File: config.mk
export PLATFORM = sky130hd
export DESIGN_NAME = cheese_spawner_flat
export DESIGN_NICKNAME = d
export VERILOG_FILES = /design/src/rtl/cheese_spawner_if.sv /design/src/rtl/cheese_spawner.sv /design/src/flat_wrapper.sv
export SDC_FILE = /design/constraint.sdc
export NUM_CORES = 1
export LEC_CHECK = 0
export ABC_CLOCK_PERIOD_IN_PS = 5400
export BUFFER_PORTS_ARGS = -buffer_cell sky130_fd_sc_hd__clkbuf_2
export CAP_MARGIN = 20
export CORE_MARGIN = 5
export CORE_UTILIZATION = 61
export CTS_CLUSTER_DIAMETER = 50
export CTS_CLUSTER_SIZE = 16
export DETAILED_ROUTE_END_ITERATION = 16
export PLACE_DENSITY_LB_ADDON = 0.05
export SYNTH_ARGS = -nofsm -noshare
export SYNTH_HDL_FRONTEND = slang
export SYNTH_SLANG_ARGS = --single-unit
File: constraint.sdc
create_clock -name clk -period 5.4 [get_ports clk]
set_input_delay 0.81 -clock clk [delete_from_list [all_inputs] [get_ports clk]]
set_output_delay 0.81 -clock clk [all_outputs]
set_load 0.02 [all_outputs]
File: src/rtl/cheese_spawner_if.sv
// pos_if: x/y screen position bundle shared by Jerry and the two cheeses.
//   x, y : 11-bit pixel coordinates
//   in   : consumer view (reads x/y)
//   out  : producer view (drives x/y)
interface pos_if;
   logic [10:0] x;
   logic [10:0] y;
   modport in  (input  x, y);
   modport out (output x, y);
endinterface

File: src/rtl/cheese_spawner.sv
// cheese_spawner: hides taken cheeses and relocates them after a respawn delay.
// Ports:
//   clk             system clock
//   rst             asynchronous active-high reset
//   reset           synchronous active-high game restart (same values as rst)
//   is_cheese_taken pickup pulse, bit0 = cheese 1, bit1 = cheese 2
//   jerrypos        Jerry position (pos_if.in)
//   cheesepos1/2    cheese positions (pos_if.out)
//   cheese_visible  per-cheese draw/collide enable
//   spawn_busy      high whenever the relocation FSM is not idle
// Build option: CHEESE_FIXED_SEQ_EN replaces the LFSR with a fixed 8-entry
// candidate table walked by a 3-bit counter.
module cheese_spawner #(
   parameter int          X_MIN         = 32,
   parameter int          X_MAX         = 980,
   parameter int          Y_MIN         = 100,
   parameter int          Y_MAX         = 700,
   parameter int          MIN_DIST      = 100,
   parameter int          RESPAWN_TICKS = 65_000_000,
   parameter int          MAX_TRIES     = 8,
   parameter int          INIT1_X       = 200,
   parameter int          INIT1_Y       = 600,
   parameter int          INIT2_X       = 800,
   parameter int          INIT2_Y       = 600,
   parameter logic [15:0] LFSR_SEED     = 16'hACE1
) (
   input  logic       clk,
   input  logic       rst,
   input  logic       reset,
   input  logic [1:0] is_cheese_taken,
   pos_if.in          jerrypos,
   pos_if.out         cheesepos1,
   pos_if.out         cheesepos2,
   output logic [1:0] cheese_visible,
   output logic       spawn_busy
);
   localparam int W  = 11;
   localparam int WW = $clog2(RESPAWN_TICKS + 1);
   localparam int TW = $clog2(MAX_TRIES + 1);

   typedef enum logic [2:0] {IDLE, WAIT, PICK, CHECK, PLACE} state_t;

   state_t          state, state_nx;
   logic [1:0]      pending;
   logic [1:0]      cap;
   logic [1:0]      req;
   logic [1:0]      done;
   logic            slot;
   logic [WW-1:0]   wait_ctr;
   logic [TW-1:0]   try_ctr;
   logic [W-1:0]    cand_x, cand_y;
   logic [W-1:0]    p1_x, p1_y, p2_x, p2_y;
   logic [W-1:0]    other_x, other_y;
   logic [W-1:0]    init_x, init_y;
   logic [9:0]      draw_x, draw_y;
   logic            in_range, far_jerry, far_other, valid, last_try;

   // Separation test: far enough on at least one axis, using signed
   // differences one bit wider than the position.
   function automatic logic far(input logic [W-1:0] ax, ay, bx, by);
      logic signed [W:0] dx, dy, ax_abs, ay_abs;
      dx     = $signed({1'b0, ax}) - $signed({1'b0, bx});
      dy     = $signed({1'b0, ay}) - $signed({1'b0, by});
      ax_abs = dx[W] ? -dx : dx;
      ay_abs = dy[W] ? -dy : dy;
      return (ax_abs >= $signed((W+1)'(MIN_DIST))) || (ay_abs >= $signed((W+1)'(MIN_DIST)));
   endfunction

`ifdef CHEESE_FIXED_SEQ_EN
   localparam logic [9:0] TAB_X [8] = '{10'd100, 10'd500, 10'd900, 10'd300,
                                        10'd700, 10'd150, 10'd850, 10'd450};
   localparam logic [9:0] TAB_Y [8] = '{10'd200, 10'd650, 10'd300, 10'd500,
                                        10'd150, 10'd400, 10'd600, 10'd250};
   logic [2:0] seq_idx;

   always_ff @(posedge clk or posedge rst)
      if (rst)
         seq_idx <= '0;
      else if (reset)
         seq_idx <= '0;
      else if (state == PICK)
         seq_idx <= seq_idx + 3'd1;

   assign draw_x = TAB_X[seq_idx];
   assign draw_y = TAB_Y[seq_idx];
`else
   logic [15:0] lfsr;

   // Right-shifting Galois LFSR; a nonzero seed keeps it out of the all-zero lock-up state.
   always_ff @(posedge clk or posedge rst)
      if (rst)
         lfsr <= LFSR_SEED;
      else if (reset)
         lfsr <= LFSR_SEED;
      else
         lfsr <= {1'b0, lfsr[15:1]} ^ (lfsr[0] ? 16'hB400 : 16'h0000);

   assign draw_x = lfsr[9:0];
   assign draw_y = lfsr[15:6];
`endif

   // A pulse only counts for a cheese that is currently visible; the FSM
   // sees same-cycle captures so a pickup goes straight from IDLE to WAIT.
   always_comb begin
      cap       = is_cheese_taken & cheese_visible;
      req       = pending | cap;
      done      = (state == PLACE) ? (slot ? 2'b10 : 2'b01) : 2'b00;
      other_x   = slot ? p1_x : p2_x;
      other_y   = slot ? p1_y : p2_y;
      init_x    = slot ? W'(INIT2_X) : W'(INIT1_X);
      init_y    = slot ? W'(INIT2_Y) : W'(INIT1_Y);
      in_range  = (int'(cand_x) >= X_MIN) && (int'(cand_x) <= X_MAX) &&
                  (int'(cand_y) >= Y_MIN) && (int'(cand_y) <= Y_MAX);
      far_jerry = far(cand_x, cand_y, jerrypos.x, jerrypos.y);
      far_other = far(cand_x, cand_y, other_x, other_y);
      valid     = in_range && far_jerry && far_other;
      last_try  = (try_ctr == TW'(MAX_TRIES - 1));
   end

   always_ff @(posedge clk or posedge rst)
      if (rst)
         state <= IDLE;
      else if (reset)
         state <= IDLE;
      else
         state <= state_nx;

   always_comb begin
      state_nx = state;
      case (state)
         IDLE:    state_nx = |req ? WAIT : IDLE;
         WAIT:    state_nx = (wait_ctr == WW'(RESPAWN_TICKS - 1)) ? PICK : WAIT;
         PICK:    state_nx = CHECK;
         CHECK:   state_nx = (valid || last_try) ? PLACE : PICK;
         PLACE:   state_nx = IDLE;
         default: state_nx = IDLE;
      endcase
   end

   always_comb spawn_busy = (state != IDLE);

   always_ff @(posedge clk or posedge rst)
      if (rst) begin
         pending        <= '0;
         cheese_visible <= 2'b11;
         slot           <= 1'b0;
         wait_ctr       <= '0;
         try_ctr        <= '0;
         cand_x         <= '0;
         cand_y         <= '0;
         p1_x           <= W'(INIT1_X);
         p1_y           <= W'(INIT1_Y);
         p2_x           <= W'(INIT2_X);
         p2_y           <= W'(INIT2_Y);
      end else if (reset) begin
         pending        <= '0;
         cheese_visible <= 2'b11;
         slot           <= 1'b0;
         wait_ctr       <= '0;
         try_ctr        <= '0;
         cand_x         <= '0;
         cand_y         <= '0;
         p1_x           <= W'(INIT1_X);
         p1_y           <= W'(INIT1_Y);
         p2_x           <= W'(INIT2_X);
         p2_y           <= W'(INIT2_Y);
      end else begin
         pending        <= (pending | cap) & ~done;
         cheese_visible <= (cheese_visible & ~cap) | done;
         case (state)
            IDLE:
               if (|req) begin
                  slot     <= ~req[0];
                  wait_ctr <= '0;
               end
            WAIT:
               wait_ctr <= wait_ctr + 1'b1;
            PICK: begin
               cand_x <= W'(draw_x);
               cand_y <= W'(draw_y);
            end
            CHECK:
               if (!valid && last_try) begin
                  cand_x <= init_x;
                  cand_y <= init_y;
               end else if (!valid)
                  try_ctr <= try_ctr + 1'b1;
            PLACE: begin
               try_ctr <= '0;
               if (slot) begin
                  p2_x <= cand_x;
                  p2_y <= cand_y;
               end else begin
                  p1_x <= cand_x;
                  p1_y <= cand_y;
               end
            end
            default: ;
         endcase
      end

   assign cheesepos1.x = p1_x;
   assign cheesepos1.y = p1_y;
   assign cheesepos2.x = p2_x;
   assign cheesepos2.y = p2_y;
endmodule
File: src/flat_wrapper.sv
// flat-port wrapper written by rule: the top's interface ports become plain ports
module cheese_spawner_flat 
#(
   parameter int          X_MIN         = 32,
   parameter int          X_MAX         = 980,
   parameter int          Y_MIN         = 100,
   parameter int          Y_MAX         = 700,
   parameter int          MIN_DIST      = 100,
   parameter int          RESPAWN_TICKS = 65_000_000,
   parameter int          MAX_TRIES     = 8,
   parameter int          INIT1_X       = 200,
   parameter int          INIT1_Y       = 600,
   parameter int          INIT2_X       = 800,
   parameter int          INIT2_Y       = 600,
   parameter logic [15:0] LFSR_SEED     = 16'hACE1
)
  (clk, rst, reset, is_cheese_taken, cheese_visible, spawn_busy, jerrypos_x, jerrypos_y, cheesepos1_x, cheesepos1_y, cheesepos2_x, cheesepos2_y);
  pos_if jerrypos_i ();
  pos_if cheesepos1_i ();
  pos_if cheesepos2_i ();
  input  logic clk;
  input  logic rst;
  input  logic reset;
  input  logic [1:0] is_cheese_taken;
  output logic [1:0] cheese_visible;
  output logic spawn_busy;
  input wire logic [$bits(jerrypos_i.x)-1:0] jerrypos_x;
  input wire logic [$bits(jerrypos_i.y)-1:0] jerrypos_y;
  output wire logic [$bits(cheesepos1_i.x)-1:0] cheesepos1_x;
  output wire logic [$bits(cheesepos1_i.y)-1:0] cheesepos1_y;
  output wire logic [$bits(cheesepos2_i.x)-1:0] cheesepos2_x;
  output wire logic [$bits(cheesepos2_i.y)-1:0] cheesepos2_y;
  assign jerrypos_i.x = jerrypos_x;
  assign jerrypos_i.y = jerrypos_y;
  assign cheesepos1_x = cheesepos1_i.x;
  assign cheesepos1_y = cheesepos1_i.y;
  assign cheesepos2_x = cheesepos2_i.x;
  assign cheesepos2_y = cheesepos2_i.y;
  cheese_spawner #(.X_MIN(X_MIN), .X_MAX(X_MAX), .Y_MIN(Y_MIN), .Y_MAX(Y_MAX), .MIN_DIST(MIN_DIST), .RESPAWN_TICKS(RESPAWN_TICKS), .MAX_TRIES(MAX_TRIES), .INIT1_X(INIT1_X), .INIT1_Y(INIT1_Y), .INIT2_X(INIT2_X), .INIT2_Y(INIT2_Y), .LFSR_SEED(LFSR_SEED)) u_core (.clk(clk), .rst(rst), .reset(reset), .is_cheese_taken(is_cheese_taken), .jerrypos(jerrypos_i), .cheesepos1(cheesepos1_i), .cheesepos2(cheesepos2_i), .cheese_visible(cheese_visible), .spawn_busy(spawn_busy));
endmodule
**Word-level counts from Yosys, hierarchy flattened**

Index checks and enable logic that the tools add are counted.

- Memory bits (read-only): 0
- Memories: 0
- Memory bits (writable): 0
- Bits in latches: 0
- Flip-flop bits (word level): 120
- Output and inout port bits: 47
- Bits of input ports: 27

- Equal/unequal tests: 11
- Magnitude comparators: 8
- Bitwise logic cells: 9
- Add/subtract/negate cells: 10
- Muxes and demuxes: 46
- Shifts and indexed selects: 0
- Div/mod/pow operators: 0
- Reduce and logical (&&, ||, !) cells: 26
- Multiply operators: 0

Operators by type and width:

| kind | number |
|---|---|
| $mux 11 | 18 |
| $mux 26 | 2 |
| $pmux 26 s2 | 1 |
| $ge 12x8->1 const B | 4 |
| $mux 12 | 4 |
| $neg 12->12 | 4 |
| $sub 11x11->12 | 4 |
| $pmux 11 s2 | 2 |
| $mux 16 | 2 |
| $add 26x1->26 const B | 1 |
| $eq 26x26->1 const B | 1 |
| $le 11x10->1 const B | 2 |
| $xor 15x16->16 | 1 |
| $mux 4 | 3 |
| $pmux 3 s4 | 1 |
| $reduce_bool 3->1 | 4 |
| $ge 11x6->1 const B | 1 |
| $ge 11x7->1 const B | 1 |
| $mux 10 | 1 |
| $mux 2 | 5 |
| $reduce_and 2->1 | 5 |
| $pmux 4 s2 | 1 |
| $reduce_bool 2->1 | 4 |
| $and 2x2->2 | 3 |
| other kinds (19) | 35 |

**Longest topological paths before layout**

- Word-level depth: 12
- Mapped depth: 19

**Worst setup path after synthesis**

No wires, ideal clock.

- Path kind: reg2reg
- Start: reg u_core.slot
- End: reg u_core.cand_x[0]
- Clock period less this slack: 4.529 ns
- Arrival time: 4.392 ns
- Setup slack: 0.871 ns
- Path buffers: 3
- Cell stages (with the launch flop): 19
- Required time: 5.264 ns
- Cell sequence: dfrtp_1 clkbuf_1 clkbuf_1 mux2_2 ha_1 inv_1 fa_1 a211oi_1 or2_2 a311oi_1 nand2_1 or4_1 o2bb2ai_1 nand2_1 a211o_1 a31o_4 buf_2 o211ai_1 a21oi_1

- Word-level cells in the longest chain between the ends: 11
- Elaborated cells on any way between the ends: 16
- Those cells by class: 4 x add/sub; 2 x order compare; 1 x eq/ne; 4 x mux; 5 x reduce/logical

Ends and longest elaborated chain:

| item | line | RTL |
|---|---|---|
| from (decl) | cheese_spawner.sv:48 | `logic slot;` |
| from (signal assigned) | cheese_spawner.sv:173 | `slot <= ~req[0];` |
| $mux 11 (on tied branches) | cheese_spawner.sv:108, cheese_spawner.sv:109 |  |
| $sub 11x11->12 (on tied branches) | cheese_spawner.sv:62, cheese_spawner.sv:63 |  |
| $neg 12->12 (on tied branches) | cheese_spawner.sv:64, cheese_spawner.sv:65 |  |
| $mux 12 (on tied branches) | cheese_spawner.sv:64, cheese_spawner.sv:65 |  |
| $ge 12x8->1 | cheese_spawner.sv:66 | `return (ax_abs >= $signed((W+1)'(MIN_DIST))) \|\| (ay_abs >= $signed((W+1)'(MIN_DIST)));` |
| $logic_or 1x1->1 (*) | cheese_spawner.sv:66 |  |
| $logic_and 1x1->1 (*) | cheese_spawner.sv:116 | `valid = in_range && far_jerry && far_other;` |
| $logic_not 1->1 (*) | cheese_spawner.sv:183 | `if (!valid && last_try) begin` |
| $logic_and 1x1->1 (*) | cheese_spawner.sv:183 |  |
| $ne 3x2->1 (no line) (*) | - |  |
| $reduce_and 2->1 (no line) (*) | - |  |
| to (signal assigned) | cheese_spawner.sv:179 | `cand_x <= W'(draw_x);` |
| to (signal assigned) | cheese_spawner.sv:184 | `cand_x <= init_x;` |
| to (decl) | cheese_spawner.sv:51 | `logic [W-1:0] cand_x, cand_y;` |

Mark *: on every way between the ends. The rest lies on a longest branch, timed or not.
A chain may end at the register's enable or synchronous reset.

**Final worst setup path**

- Start: reg u_core.slot
- End: reg u_core.cand_x[6]

- Word-level cells in the longest chain between the ends: 11
- Elaborated cells on any way between the ends: 20
- Those cells by class: 4 x add/sub; 2 x order compare; 1 x eq/ne; 8 x mux; 5 x reduce/logical

Ends and longest elaborated chain:

| item | line |
|---|---|
| $mux 11 (on tied branches) | cheese_spawner.sv:108, cheese_spawner.sv:109 |
| $sub 11x11->12 (on tied branches) | cheese_spawner.sv:62, cheese_spawner.sv:63 |
| $neg 12->12 (on tied branches) | cheese_spawner.sv:64, cheese_spawner.sv:65 |
| $mux 12 (on tied branches) | cheese_spawner.sv:64, cheese_spawner.sv:65 |
| $ge 12x8->1 | cheese_spawner.sv:66 |
| $logic_or 1x1->1 | cheese_spawner.sv:66 |
| $logic_and 1x1->1 | cheese_spawner.sv:116 |
| $logic_not 1->1 | cheese_spawner.sv:183 |
| $logic_and 1x1->1 | cheese_spawner.sv:183 |
| $ne 3x2->1 (no line) | - |
| $reduce_and 2->1 (no line) | - |

Parallel ways exist; a longest one is shown, timed or not. The select of a mux whose other input is x is not followed.

==> run metrics <==
routability congestion estimate 0.872; sequential share of power 0.396; first-pass GRT wire length 35.1 mm; ys async rst share 1.00; worst hold margin 466 ps; Final period util 0.882; post-synthesis simple-gate area fraction 0.220; Yosys top cell by area dfrtp_1; Tot Pwr 2.24 mW; Switch Pwr approximately 0.60 mW; Initial Util 0.623; post-synthesis adder-cell area fraction 0.0792; largest family of logic cells by synthesized area compound AO/OA/AOI/OAI gates; worst-path fanout max 14; achievable frequency 0.210 GHz; complex-gate fraction of the synthesized area 0.227; CP required 5750 ps; vias per cell roughly 6; Clock Skew 11.8 ps; RSZ-0062 raised after global routing no; Layout Area Growth over Synthesis 13.2%; worst path arrival time 5120 ps; outcome completed; mux share of post-synthesis cell area 0.0367; CTS Root Buffer Type clkbuf_16; final WL 21.1 mm; IO Pins 74; routed len/inst ~18 um; Final ANT Viol Nets 0; post-CTS sizing 0; Worst Slack Setup Final approximately 640 ps; CP Capture Type flop; ANT cells 0; final net count 1081; DIE HEIGHT 127 um; Die Area 0.0160 mm2; Worst IR Drop VDD 0.264 mV; Slew @ Worst Pin 967 ps; fin crit period 4760 ps; hold-fix buffers at CTS 0; largest cells by area after synthesis dfrtp_1 27%, dfstp_2 7.6%, ha_1 7.0%, nand2_1 3.9%, nor2_1 3.8%; final setup TNS 0 ps; most instantiated cells after synthesis 90 x dfrtp_1, 85 x nand2_1, 84 x nor2_1; Ys Warns 0; Post-Syn Area per Cell 8.84 um2; synthesized cell area 0.00828 mm2; Gate power share 0.106; share of power burned in the clock network 0.498; clk_lat worst skew about 420 ps; initial antenna violation count 0; crit path kind flop to flop; share of cells above drive strength 1 0.173; Finished Core Util 0.705; placed wire-length estimate 15.1 mm; HP Class flop to flop; Final Max Slew Viols 0; drt first pass iters 5; Sw Ratio 0.268; Cells after Synth roughly 940; Setup Viol. Count Final 0; Tot GR Track Use 0.269; Vias 7360; Yosys cell types 82; Post-synth top flop dfrtp_1; number of synthesized register bits 114; # rows 42; total CTS buffers 17; Max-Slew Margin vs Limit 0.356; largest net degree at the start of global routing 71; Power per Cell Area around 240 mW/mm2; Post-Synth XOR/XNOR Area 0.0487; CORE AREA 0.0133 mm2; DR DRC count 0; Seq/Total Area, Yosys 0.348; post-CTS setup buffers 0; Post-synth EDFFs 0; number of port buffers between 60 and 70; CTS max path bufs 2; CTS tree built; DRT iter0 DRCs between 500 and 600; CP startpoint kind flop; top-area cell type share of the netlist area 0.272; Worst-path clk slew 60 ps; most numerous cell in the Yosys netlist dfrtp_1; H-tree Lvls 4; Leakage 4.25 nW; total grt overflow 0; Max Cap Violations 0; vias in the first global route 6973; clock sink total 114; Place WS around 700 ps; Die X 127 um; internal power 1.64 mW; endpoints failing hold 0
==> per-stage QoR <==
stage          area [um2]  cells
3_3_place_gp         8790   1161
4_1_cts              9370   1193
6_report             9370   1193
5_1_grt              9370   1193
2_1_floorplan        8290    940
3_5_place_dp         8790   1161
==> path summary, 6_finish.rpt <==
path | start | to | slack, ps | depth (start not counted)
setup reg to reg | u_core.slot | u_core.cand_x[6] | 640 | 15
max in group asynchronous | rst | u_core.lfsr[11] | 3740 | 3
hold reg to reg | u_core.lfsr[1] | u_core.lfsr[0] | 470 | 1
hold / removal | u_core.lfsr[1] | u_core.lfsr[0] | 470 | 1
setup / recovery | u_core.slot | u_core.cand_x[6] | 640 | 15
min in group asynchronous | rst | u_core.cheesepos1.y[2] | 560 | 2
==> layer usage <==
metal | global-route usage | share of wire
met4 | 0.0763 | 0.015
met1 | 0.380 | 0.46
met5 | 0 | 0
met2 | 0.419 | 0.46
met3 | 0.0572 | 0.060
==> kinds of logic (layout without fill, tap and decap cells) <==
group / after synthesis / after routing
AOI/OAI and AO/OA: 258 / 258
and+or+nand+nor: 355 / 355
xor gates and xnor gates: 46 / 46
muxes: 30 / 30
adders and majority gates: 50 / 50
other: 1 / 4
buffers and inverters: 83 / 160
DFF: 114 / 114
==> power by group through the flow <==
stage          clock network [mW]  registers, mW  logic, mW
2_1_floorplan                   0          0.894      0.185
3_3_place_gp                    0          0.901      0.234
3_5_place_dp                    0          0.901      0.235
4_1_cts                      1.13          0.887      0.237
5_1_grt                      1.17          0.889      0.266
6_report                     1.12          0.888      0.238
==> cell usage in the layout, fill, tap and decap left out, types with 24 or more instances in the layout <==
cell      instances
o21ai_0          48
nand2_1          85
mux2i_1          27
dfstp_2          24
nor3_1           25
nand3_1          29
dfrtp_1          90
inv_1            48
nor2_1           84
a21oi_1          44
ha_1             46
clkbuf_2         69
==> cell type report <==
type	count	area, um2
Multi-Input combinational cell	743	5080
Fill cell	1048	3930
Sequential cell	114	2880
Clock buffer	17	425
Timing Repair Buffer	78	413
Tap cell	176	220
Inverter	50	190
Clock inverter	15	158
==> critical path, stage by stage (launching register included) <==
cell,delay (ps)
dfrtp_1,750
mux2_2,270
ha_1,170
inv_1,60
fa_1,400
a211oi_1,390
nor4b_1,110
a311oi_1,470
nand2_1,80
or4_1,540
o2bb2ai_1,160
nand2_1,70
a211o_1,350
a31o_4,310
o21ai_4,300
o221a_2,250
==> state kept, by name, indices dropped and copies added, names as in the netlist <==
signal / flops
u_core.try_ctr: 4
u_core.cand_y: 10
u_core.cand_x: 10
u_core.cheesepos1.y: 10
u_core.cheesepos2.x: 10
u_core.cheese_visible: 2
u_core.state: 3
u_core.cheesepos1.x: 10
u_core.cheesepos2.y: 10
u_core.lfsr: 16
u_core.pending: 2
u_core.wait_ctr: 26
u_core.slot: 1
No activity file was read; power rests on OpenSTA's default activity.
